[src/rtl/jump_key_pkg.sv]
// jump_key_pkg
//   Shared types and constants for the jump-key debouncer.
//   key_state_e : debounce FSM states (3-bit encoding)
//   CNT_W       : width of the sample counter
//   CNT_MAX     : saturation value of the sample counter
package jump_key_pkg;

   localparam int            CNT_W   = 8;
   localparam logic [CNT_W-1:0] CNT_MAX = 8'd255;

   typedef enum logic [2:0] {
      IDLE         = 3'd0,
      PRESS_WAIT   = 3'd1,
      PRESSED      = 3'd2,
      HELD         = 3'd3,
      RELEASE_WAIT = 3'd4
   } key_state_e;

endpackage

[src/rtl/sync_edge_detect.sv]
// sync_edge_detect
//   Two-flop synchroniser for an asynchronous 1-bit input, optionally
//   followed by a rising-edge detector.
//   clk   : system clock
//   rst   : synchronous active-high reset (all flops clear to 0)
//   d_i   : asynchronous input
//   q_o   : EDGE=1 -> one-cycle pulse on a synchronised 0->1 transition
//           EDGE=0 -> synchronised level
module sync_edge_detect #(
   parameter bit EDGE = 1'b1
) (
   input  logic clk,
   input  logic rst,
   input  logic d_i,
   output logic q_o
);

   logic meta_q;
   logic sync_q;

   always_ff @(posedge clk) begin
      if (rst) begin
         meta_q <= 1'b0;
         sync_q <= 1'b0;
      end else begin
         meta_q <= d_i;
         sync_q <= meta_q;
      end
   end

   generate
      if (EDGE) begin : g_edge
         logic prev_q;

         always_ff @(posedge clk) begin
            if (rst) prev_q <= 1'b0;
            else     prev_q <= sync_q;
         end

         assign q_o = sync_q & ~prev_q;
      end else begin : g_level
         assign q_o = sync_q;
      end
   endgenerate

endmodule

[src/rtl/jump_key_debounce.sv]
// jump_key_debounce
//   Debounces the jump push-button, sampling it on rising edges of the
//   divided clock (treated purely as data, never as a clock).
//   clk         : system clock
//   rst         : synchronous active-high reset
//   sample_clk  : divided square wave; each rising edge is one sample strobe
//   key_raw     : asynchronous button input (polarity set by ACTIVE_LOW)
//   key_level   : debounced state, 1 = pressed
//   key_press   : one-cycle pulse when a press is accepted
//   key_release : one-cycle pulse when a release is accepted
//   key_hold    : high once the key has been held HOLD_SAMPLES samples
//   Parameters: STABLE_SAMPLES (2..255), HOLD_SAMPLES (> STABLE_SAMPLES,
//   <= 255), ACTIVE_LOW.
module jump_key_debounce
   import jump_key_pkg::*;
#(
   parameter int unsigned STABLE_SAMPLES = 4,
   parameter int unsigned HOLD_SAMPLES   = 16,
   parameter bit          ACTIVE_LOW     = 1'b0
) (
   input  logic clk,
   input  logic rst,
   input  logic sample_clk,
   input  logic key_raw,
   output logic key_level,
   output logic key_press,
   output logic key_release,
   output logic key_hold
);

   localparam logic [CNT_W:0] STABLE_N = (CNT_W+1)'(STABLE_SAMPLES);
   localparam logic [CNT_W:0] HOLD_N   = (CNT_W+1)'(HOLD_SAMPLES);

   logic strobe;
   logic key_sync;
   logic k;

   sync_edge_detect #(.EDGE(1'b1)) u_sample_sync (
      .clk (clk),
      .rst (rst),
      .d_i (sample_clk),
      .q_o (strobe)
   );

   sync_edge_detect #(.EDGE(1'b0)) u_key_sync (
      .clk (clk),
      .rst (rst),
      .d_i (key_raw),
      .q_o (key_sync)
   );

   // Polarity fix-up after the synchroniser so both polarities see the
   // same metastability path.
   assign k = key_sync ^ ACTIVE_LOW;

   key_state_e       state_q, state_d;
   logic [CNT_W-1:0] cnt_q, cnt_d;
   logic             from_held_q, from_held_d;
   logic             press_q, press_d;
   logic             release_q, release_d;
   logic             level_q, level_d;
   logic             hold_q, hold_d;

   logic [CNT_W:0]   cnt_inc;
   logic [CNT_W-1:0] cnt_sat;
   logic             stable_hit;
   logic             hold_hit;

   assign cnt_inc    = {1'b0, cnt_q} + 1'b1;
   assign cnt_sat    = (cnt_q == CNT_MAX) ? cnt_q : cnt_inc[CNT_W-1:0];
   assign stable_hit = (cnt_inc == STABLE_N);
   assign hold_hit   = (cnt_inc == HOLD_N);

   always_comb begin
      state_d     = state_q;
      cnt_d       = cnt_q;
      from_held_d = from_held_q;
      press_d     = 1'b0;
      release_d   = 1'b0;

      if (strobe) begin
         cnt_d = cnt_sat;
         unique case (state_q)
            IDLE: begin
               if (k) begin
                  state_d = PRESS_WAIT;
                  cnt_d   = 8'd1;
               end
            end
            PRESS_WAIT: begin
               if (!k) begin
                  state_d = IDLE;
                  cnt_d   = '0;
               end else if (stable_hit) begin
                  state_d = PRESSED;
                  cnt_d   = '0;
                  press_d = 1'b1;
               end
            end
            PRESSED: begin
               if (!k) begin
                  state_d     = RELEASE_WAIT;
                  cnt_d       = 8'd1;
                  from_held_d = 1'b0;
               end else if (hold_hit) begin
                  state_d = HELD;
                  cnt_d   = '0;
               end
            end
            HELD: begin
               if (!k) begin
                  state_d     = RELEASE_WAIT;
                  cnt_d       = 8'd1;
                  from_held_d = 1'b1;
               end
            end
            RELEASE_WAIT: begin
               if (k) begin
                  // Bounce-back: resume where we were; the counter is
                  // deliberately left as-is rather than cleared.
                  state_d = from_held_q ? HELD : PRESSED;
                  cnt_d   = cnt_q;
               end else if (stable_hit) begin
                  state_d   = IDLE;
                  cnt_d     = '0;
                  release_d = 1'b1;
               end
            end
            default: begin
               state_d = IDLE;
               cnt_d   = '0;
            end
         endcase
      end

      // Level/hold are registered from the next state so they move in the
      // same cycle as the press/release pulses.
      level_d = (state_d == PRESSED) || (state_d == HELD) ||
                (state_d == RELEASE_WAIT);
      hold_d  = (state_d == HELD) ||
                ((state_d == RELEASE_WAIT) && from_held_d);
   end

   always_ff @(posedge clk) begin
      if (rst) begin
         state_q     <= IDLE;
         cnt_q       <= '0;
         from_held_q <= 1'b0;
         press_q     <= 1'b0;
         release_q   <= 1'b0;
         level_q     <= 1'b0;
         hold_q      <= 1'b0;
      end else begin
         state_q     <= state_d;
         cnt_q       <= cnt_d;
         from_held_q <= from_held_d;
         press_q     <= press_d;
         release_q   <= release_d;
         level_q     <= level_d;
         hold_q      <= hold_d;
      end
   end

   assign key_level   = level_q;
   assign key_press   = press_q;
   assign key_release = release_q;
   assign key_hold    = hold_q;

endmodule

[config.mk]
export PLATFORM = sky130hd
export DESIGN_NAME = jump_key_debounce
export DESIGN_NICKNAME = d
export VERILOG_FILES = /design/src/rtl/jump_key_pkg.sv /design/src/rtl/sync_edge_detect.sv /design/src/rtl/jump_key_debounce.sv
export SDC_FILE = /design/constraint.sdc
export NUM_CORES = 1
export LEC_CHECK = 0
export CORE_ASPECT_RATIO = 0.75
export CORE_MARGIN = 2
export CORE_UTILIZATION = 62
export DETAILED_ROUTE_END_ITERATION = 7
export GPL_TIMING_DRIVEN = 0
export PLACE_DENSITY_LB_ADDON = 0.2
export SYNTH_ARGS = -nofsm -noshare
export SYNTH_HDL_FRONTEND = slang
export SYNTH_SLANG_ARGS = --single-unit
export TNS_END_PERCENT = 30
[constraint.sdc]
create_clock -name clk -period 3.53 [get_ports clk]
set_input_delay 0.706 -clock clk [delete_from_list [all_inputs] [get_ports clk]]
set_output_delay 0.706 -clock clk [all_outputs]
set_load 0.01 [all_outputs]
==> impl_metrics.py, run 1 <==
metrics = {
    "die": {
        "die_y_um": 43.70,
        "num_rows": 14,
        "fp.dieArea_sq_mm": 0.002487,
        "die_w_um": 56.93,
        "core_area_sq_mm": 0.001997,
        "ios": 8,
        "start_util_pct": 65.23,
    },
    "power": {
        "clkPwrFrac_pct": 29.5,
        "p_sw_w": 0.00009564,
        "p_sw_share_pct": 24.21,
        "power.leakage_nw": 0.4973,
        "ir_drop_uv": 298.9,
        "power.internal_w": 0.0002994,
        "comb_power_share_pct": 8.2,
        "p_seq_share_pct": 62.3,
        "power_w": 0.0003950,
        "p_per_area_mw_per_mm2": 276.5,
    },
    "finish": {
        "area_delta_synth_final_pct": 9.702,
        "final_core_utilization_pct": 71.55,
        "largest_register_ffs": 8,
        "num_antenna_cells": 0,
        "final_layout_size_suffix_gt1_share_pct": 12.57,
        "nFillCells": 169,
        "reg_top3": "cnt_q: 8 flops, state_q: 3 flops",
        "stdcell_count": 191,
        "top_register": "cnt_q",
        "fin_nets": 174,
    },
    "worst_hold_path": {
        "worstHoldStart": "u_key_sync.meta_q$_SDFF_PP0_",
        "min_path_type": "flip-flop to flip-flop",
    },
    "drt": {
        "highest_layer": "met4",
        "dr.pass1.iters": 4,
        "ant_nets": 0,
        "route.met2.wl_um": 1380,
        "route.detailed.drc": 0,
        "wl_um": 2969,
        "wl_met3_um": 195,
        "viasPerCell": 6.283,
        "vias": 1200,
        "wl_per_cell_um": 15.54,
        "drt_iter0_drc": 43,
        "drt-met1-wl_um": 1379,
    },
    "sta": {
        "tns_ps": 0,
        "worst_hold_slack_ps": 475.1,
        "period_minus_slack_ps": 2411,
        "worstMarginPinSlew_ps": 438.6,
        "finClkSkew_ps": 6.986,
        "relSlewSlack_pct": 70.76,
        "slew_violations": 0,
        "setup_violations": 0,
        "fin_crit_sh_pct": 68.30,
        "hold_viol": 0,
        "rsz0062_at_grt": "false",
        "fmax_ghz": 0.4148,
    },
    "critical_path": {
        "reg2reg_from": "cnt_q[0]$_SDFFE_PP0P_",
        "slowest_stage": "dfxtp_1",
        "path_class": "flip-flop to flip-flop",
        "critical_path.cell_chain": "ha_1 -> nand4_2 -> and4_4 -> o21bai_4 -> nand2_2 -> a211oi_4 -> a41oi_1 -> nor2_1",
        "worstSetupStartpoint": "cnt_q[0]$_SDFFE_PP0P_",
        "cp_max_fo": 10,
        "cp-end-kind": "flip-flop",
        "critPathMaxStageDelay_ps": 510,
        "required_ps": 3780,
        "arrival_ps": 2660,
        "critPathLaunchType": "flip-flop",
    },
    "synthesis": {
        "yosysSeqAreaShare_pct": 32.28,
        "synth_ff_type": "dfxtp_1",
        "synth-compound-area-share_pct": 26.13,
        "synth_seq_cells": 21,
        "yosys.area_share.adder_pct": 1.921,
        "yosys.area_share.xor_xnor_pct": 2.594,
        "syn_area_per_cell_sq_um": 8.349,
        "synth-simple-area-share_pct": 30.74,
        "synth_area_sq_mm": 0.001302,
        "synth_mux_area_share_pct": 2.498,
        "synth_top_family_by_area": "simple AND/OR/NAND/NOR gates",
        "synth-edff-count": 0,
        "synth.distinct_cells": 51,
        "postSynthCellCount": 156,
        "yosysWarnings": 0,
        "synth_nets": 162,
        "async_flop_share_pct": 0,
    },
    "global_routing": {
        "grt_max_degree": 12,
        "grt_pass1_wl_um": 5009,
        "grt_pass1_vias": 1092,
        "grt-ovfl-total": 0,
        "antenna_found_initial": 0,
        "grt_usage_pct": 26.29,
    },
    "cts": {
        "clk_path_buf_depth": 2,
        "path_clk_slew_ps": 110,
        "cts_sinks": 21,
        "holdBufCountCts": 0,
        "cts-resized-gates": 0,
        "clk_latency_ps": 310,
        "numCtsBuffers": 3,
        "tritoncts": "yes",
        "cts_root_buf": "clkbuf_4",
        "htreeDepth": 1,
        "postCtsSetupRepairBufs": 0,
    },
    "placement": {
        "portBuffers": 7,
        "place_inst": 187,
        "gp_congestion": 0.9328,
        "dp_hpwl_um": 2329,
    },
    "outcome": {
        "status": "finished clean",
    },
    "run": {
        "cap_violations": 0,
    },
}
-- kinds of logic after synthesis --
| family | after synthesis |
|---|---|
| compound gates | 46 |
| xor+xnor | 3 |
| fa+ha+maj | 2 |
| buf+inv | 10 |
| flops | 21 |
| mux | 2 |
| simple gates | 72 |
-- power by group through the flow --
stage	Sequential, W	Clock (W)	Combinational (W)
3_3_place_gp	0.000251	0	0.0000307
3_5_place_dp	0.000251	0	0.0000320
5_1_grt	0.000247	0.000127	0.0000363
6_report	0.000246	0.000116	0.0000325
2_1_floorplan	0.000250	0	0.0000227
4_1_cts	0.000246	0.000121	0.0000322
-- layout make-up --
| type | count | area (sq um) | area share (%) |
|---|---|---|---|
| Buffer | 6 | 35.03 | 2.452 |
| Clock buffer | 4 | 26.28 | 1.839 |
| Inverter | 4 | 15.01 | 1.051 |
| Multi-Input combinational cell | 125 | 832.0 | 58.23 |
| Sequential cell | 21 | 420.4 | 29.42 |
| Tap cell | 24 | 30.03 | 2.102 |
| Timing Repair Buffer | 7 | 70.07 | 4.904 |
-- per-stage QoR --
step | cell area (sq um) | setup WS, ps
after floorplan | 1303 | 1393
after global placement | 1403 | 1206
after detailed placement | 1403 | 1144
after CTS | 1429 | 1125
after global routing | 1429 | 894.6
final | 1429 | 1119
-- worst paths after layout --
check	to	slack (ps)	depth (start not counted)
worst min register to register	u_key_sync.q_o$_SDFF_PP0_	480	1
worst min-delay path	u_key_sync.q_o$_SDFF_PP0_	480	1
worst max register to register	cnt_q[4]$_SDFFE_PP0P_	1120	8
worst max-delay path	cnt_q[4]$_SDFFE_PP0P_	1120	8
-- Yosys cell counts (2+ instances only) --
master	count	area, sq um
a21o_1	2	15.01
a21oi_1	13	65.06
a22o_1	2	17.52
a31oi_1	3	18.77
and3_1	2	12.51
and4_4	2	22.52
clkbuf_1	3	11.26
dfxtp_1	21	420.4
ha_1	2	25.02
inv_1	4	15.01
nand2_1	13	48.80
nand2b_1	6	37.54
nand3_1	7	35.03
nor2_1	16	60.06
nor2b_1	12	75.07
nor3_1	5	25.02
o21ai_0	7	35.03
o21ai_1	2	10.01
o31ai_1	2	15.01
-- cell usage in the layout (no fill, tap or decap), types with 2 or more instances in the layout --
master,Yosys,layout
nor2_1,16,16
clkbuf_1,3,4
o21ai_0,7,7
clkbuf_4,0,3
a22o_1,2,2
a31oi_1,3,3
nand3_1,7,7
o21ai_1,2,2
and4_4,2,2
nand2_1,13,13
clkdlybuf4s50_1,0,7
nor3_1,5,5
dfxtp_1,21,21
nand2b_1,6,6
a21oi_1,13,13
nor2b_1,12,12
ha_1,2,2
inv_1,4,4
a21o_1,2,2
o31ai_1,2,2
and3_1,2,2
-- worst max-delay path: cells and delay by family, from the launching register on --
kind                     cells  cell delay [ps]
flip-flops                   1              510
AO/OA/AOI/OAI                3              730
AND/OR/NAND/NOR              4              720
adder cells (fa/ha/maj)      1              390
-- routing by layer --
metal,vias to the layer above,global-route usage (%)
met3,2,6.866
met2,42,42.07
met1,565,36.31
li1,591,-
met5,-,0
met4,0,5.581
Power figures use the tool's default switching activity.
==> inputs of run 2 (changes only) <==
--- a/config.mk
+++ b/config.mk
@@ -7,7 +7,7 @@
 export LEC_CHECK = 0
 export CORE_ASPECT_RATIO = 0.75
 export CORE_MARGIN = 2
-export CORE_UTILIZATION = 62
+export CORE_UTILIZATION = 58
 export DETAILED_ROUTE_END_ITERATION = 7
 export GPL_TIMING_DRIVEN = 0
 export PLACE_DENSITY_LB_ADDON = 0.2
==> constraint.sdc (replaced) <==
create_clock -name clk -period 2.3 [get_ports clk]
set_input_delay 0.46 -clock clk [delete_from_list [all_inputs] [get_ports clk]]
set_output_delay 0.46 -clock clk [all_outputs]
set_load 0.01 [all_outputs]
==> run 2 against run 1 <==
Effect of this change:
- the flow now finishes with violations (DRC)
- worst setup slack worse by 1000 ps
- critical path depth is 1 higher
- clock power is 55% higher
- count of clock-buffer cells in the layout stayed put
- core utilization is 0.19 points lower
- final cell count is 0.52% higher
- critical path type unchanged
- highest routed layer unchanged
- sequential power is 54% higher
- global-route usage is 4.1 points lower
==> impl_metrics.py, run 2 (same netlist as run 1, synthesis figures left out) <==
metrics = {
    "outcome": {
        "status": "complete, but fails checks",
        "violations": "DRC",
    },
    "drt": {
        "route.detailed.drc": 1,
        "vias": 1201,
        "drt_iter0_drc": 85,
        "wl_per_cell_um": 14.11,
        "dr.pass1.iters": 6,
        "ant_nets": 0,
        "wl_um": 2710,
        "viasPerCell": 6.255,
    },
    "run": {
        "cap_violations": 0,
    },
    "power": {
        "ir_drop_uv": 379.6,
        "power.leakage_nw": 0.5062,
        "comb_power_share_pct": 8.5,
        "p_seq_share_pct": 62.0,
        "p_per_area_mw_per_mm2": 414.2,
        "p_sw_w": 0.0001489,
        "clkPwrFrac_pct": 29.5,
        "p_sw_share_pct": 24.36,
        "power.internal_w": 0.0004621,
        "power_w": 0.0006110,
    },
    "finish": {
        "final_layout_size_suffix_gt1_share_pct": 14.88,
        "top_register": "cnt_q",
        "fin_nets": 175,
        "reg_top3": "cnt_q: 8 flops, state_q: 3 flops",
        "largest_register_ffs": 8,
        "final_cell_mix": "dfxtp_1, nor2_1, nand2_1, a21oi_1, nor2b_1",
        "area_delta_synth_final_pct": 13.26,
        "mostFrequentLayoutCell": "dfxtp_1",
        "num_antenna_cells": 0,
    },
    "cts": {
        "path_clk_slew_ps": 110,
        "clk_latency_ps": 310,
        "clk_path_buf_depth": 2,
        "cts_root_buf": "clkbuf_4",
        "holdBufCountCts": 0,
        "tritoncts": "yes",
        "cts_sinks": 21,
        "htreeDepth": 1,
        "numCtsBuffers": 3,
    },
    "sta": {
        "fmax_ghz": 0.4483,
        "relSlewSlack_pct": 69.67,
        "rsz0062_at_grt": "false",
        "worstMarginPinSlew_ps": 455.0,
        "finClkSkew_ps": 13.20,
        "hold_viol": 0,
        "fin_crit_sh_pct": 96.99,
        "setup_violations": 0,
        "slew_violations": 0,
        "period_minus_slack_ps": 2231,
        "setup_slack_ps": 69.26,
    },
    "die": {
        "ios": 8,
        "fp.dieArea_sq_mm": 0.002645,
        "die_w_um": 58.72,
        "die_y_um": 45.04,
        "start_util_pct": 63.01,
        "num_rows": 14,
        "core_area_sq_mm": 0.002067,
    },
    "global_routing": {
        "grt_usage_pct": 22.17,
        "grt_pass1_vias": 995,
        "grt_max_degree": 12,
        "grt_pass1_wl_um": 4498,
        "antenna_found_initial": 0,
        "grt-ovfl-total": 0,
    },
    "critical_path": {
        "path_class": "flip-flop to flip-flop",
        "cp_max_fo": 10,
        "arrival_ps": 2440,
        "critPathLaunchType": "flip-flop",
        "cp-end-kind": "flip-flop",
        "worstRegToRegCells": 9,
        "worstSetupStartpoint": "cnt_q[0]$_SDFFE_PP0P_",
        "critical_path.cell_chain": "ha_4 -> or4b_1 -> o31ai_2 -> o21ai_2 -> mux2i_4 -> a211oi_4 -> buf_12 -> a21o_1 -> a22o_1",
        "ff2ff_setup_slack_ps": 70,
        "reg2reg_to": "cnt_q[3]$_SDFFE_PP0P_",
        "critPathMaxStageDelay_ps": 520,
        "slowest_stage": "or4b_1",
        "required_ps": 2500,
        "crit_end": "cnt_q[3]$_SDFFE_PP0P_",
        "reg2reg_from": "cnt_q[0]$_SDFFE_PP0P_",
    },
    "placement": {
        "place_ws_ps": -75.14,
        "portBuffers": 7,
        "gp_congestion": 0.9197,
        "dp_hpwl_um": 2005,
    },
    "worst_hold_path": {
        "min_path_type": "flip-flop to flip-flop",
        "worstHoldStart": "u_sample_sync.meta_q$_SDFF_PP0_",
    },
}
run 2: power by group through the flow:
stage / clock [W] / sequential, W / combinational (W)
after floorplan: 0 / 0.000383 / 0.0000349
after global routing: 0.000194 / 0.000380 / 0.0000565
after detailed placement: 0 / 0.000385 / 0.0000481
after CTS: 0.000186 / 0.000377 / 0.0000505
after global placement: 0 / 0.000385 / 0.0000478
final: 0.000180 / 0.000379 / 0.0000521
run 2: routing by layer:
layer / vias to the layer above / GRT usage [%] / routed length (um) / share of wire, %
met4: 0 / 6.364 / 34 / 1.3
met2: 60 / 30.67 / 1101 / 41
met3: 4 / 5.158 / 222 / 8.2
li1: 591 / - / - / -
met5: - / 0 / 0 / 0
met1: 546 / 34.11 / 1352 / 50
run 2: cell type report:
cell class	count	area, sq um
plain buffers	6	35.03
repair buffers	8	90.09
inverters	4	15.01
well taps	24	30.03
multi-input cells	125	855.8
fillers	163	591.8
clock buffers	4	26.28
flip-flops and latches	21	422.9
run 2: timing repair:
action                     CTS  global route
setup endpoints to repair    7             4
pin swaps                    1             0
buffers inserted             1             0
gates resized for setup      2             3
run 2: how the worst min path moves through the flow:
stage                                            to  slack, ps  cells past startpoint
finish              u_sample_sync.sync_q$_SDFF_PP0_        450                      1
global route              u_key_sync.q_o$_SDFF_PP0_        470                      1
CTS                 u_sample_sync.sync_q$_SDFF_PP0_        450                      1
detailed placement  u_sample_sync.sync_q$_SDFF_PP0_        430                      1
global placement    u_sample_sync.sync_q$_SDFF_PP0_        420                      1
floorplan                 u_key_sync.q_o$_SDFF_PP0_        410                      1
run 2: through the flow:
step | cells | TNS (ps) | hold WS, ps | util (%) | instance area [sq um]
after floorplan | 156 | 0 | 413.8 | - | 1303
after global routing | 192 | 0 | 471.7 | 71.37 | 1475
after CTS | 192 | 0 | 454.1 | 70.28 | 1453
after global placement | 187 | -203.8 | 418.2 | 67.86 | 1403
final | 192 | 0 | 447.6 | 71.37 | 1475
after detailed placement | 187 | -325.9 | 426.8 | 67.86 | 1403
run 2: worst max-delay path: cells and delay by family, from the launching register on:
kind                     cells  cell delay (ps)
AO/OA/AOI/OAI                5              670
AND/OR/NAND/NOR              1              520
flip-flops                   1              390
adder cells (fa/ha/maj)      1              210
multiplexers                 1              190
buffers and inverters        1              150
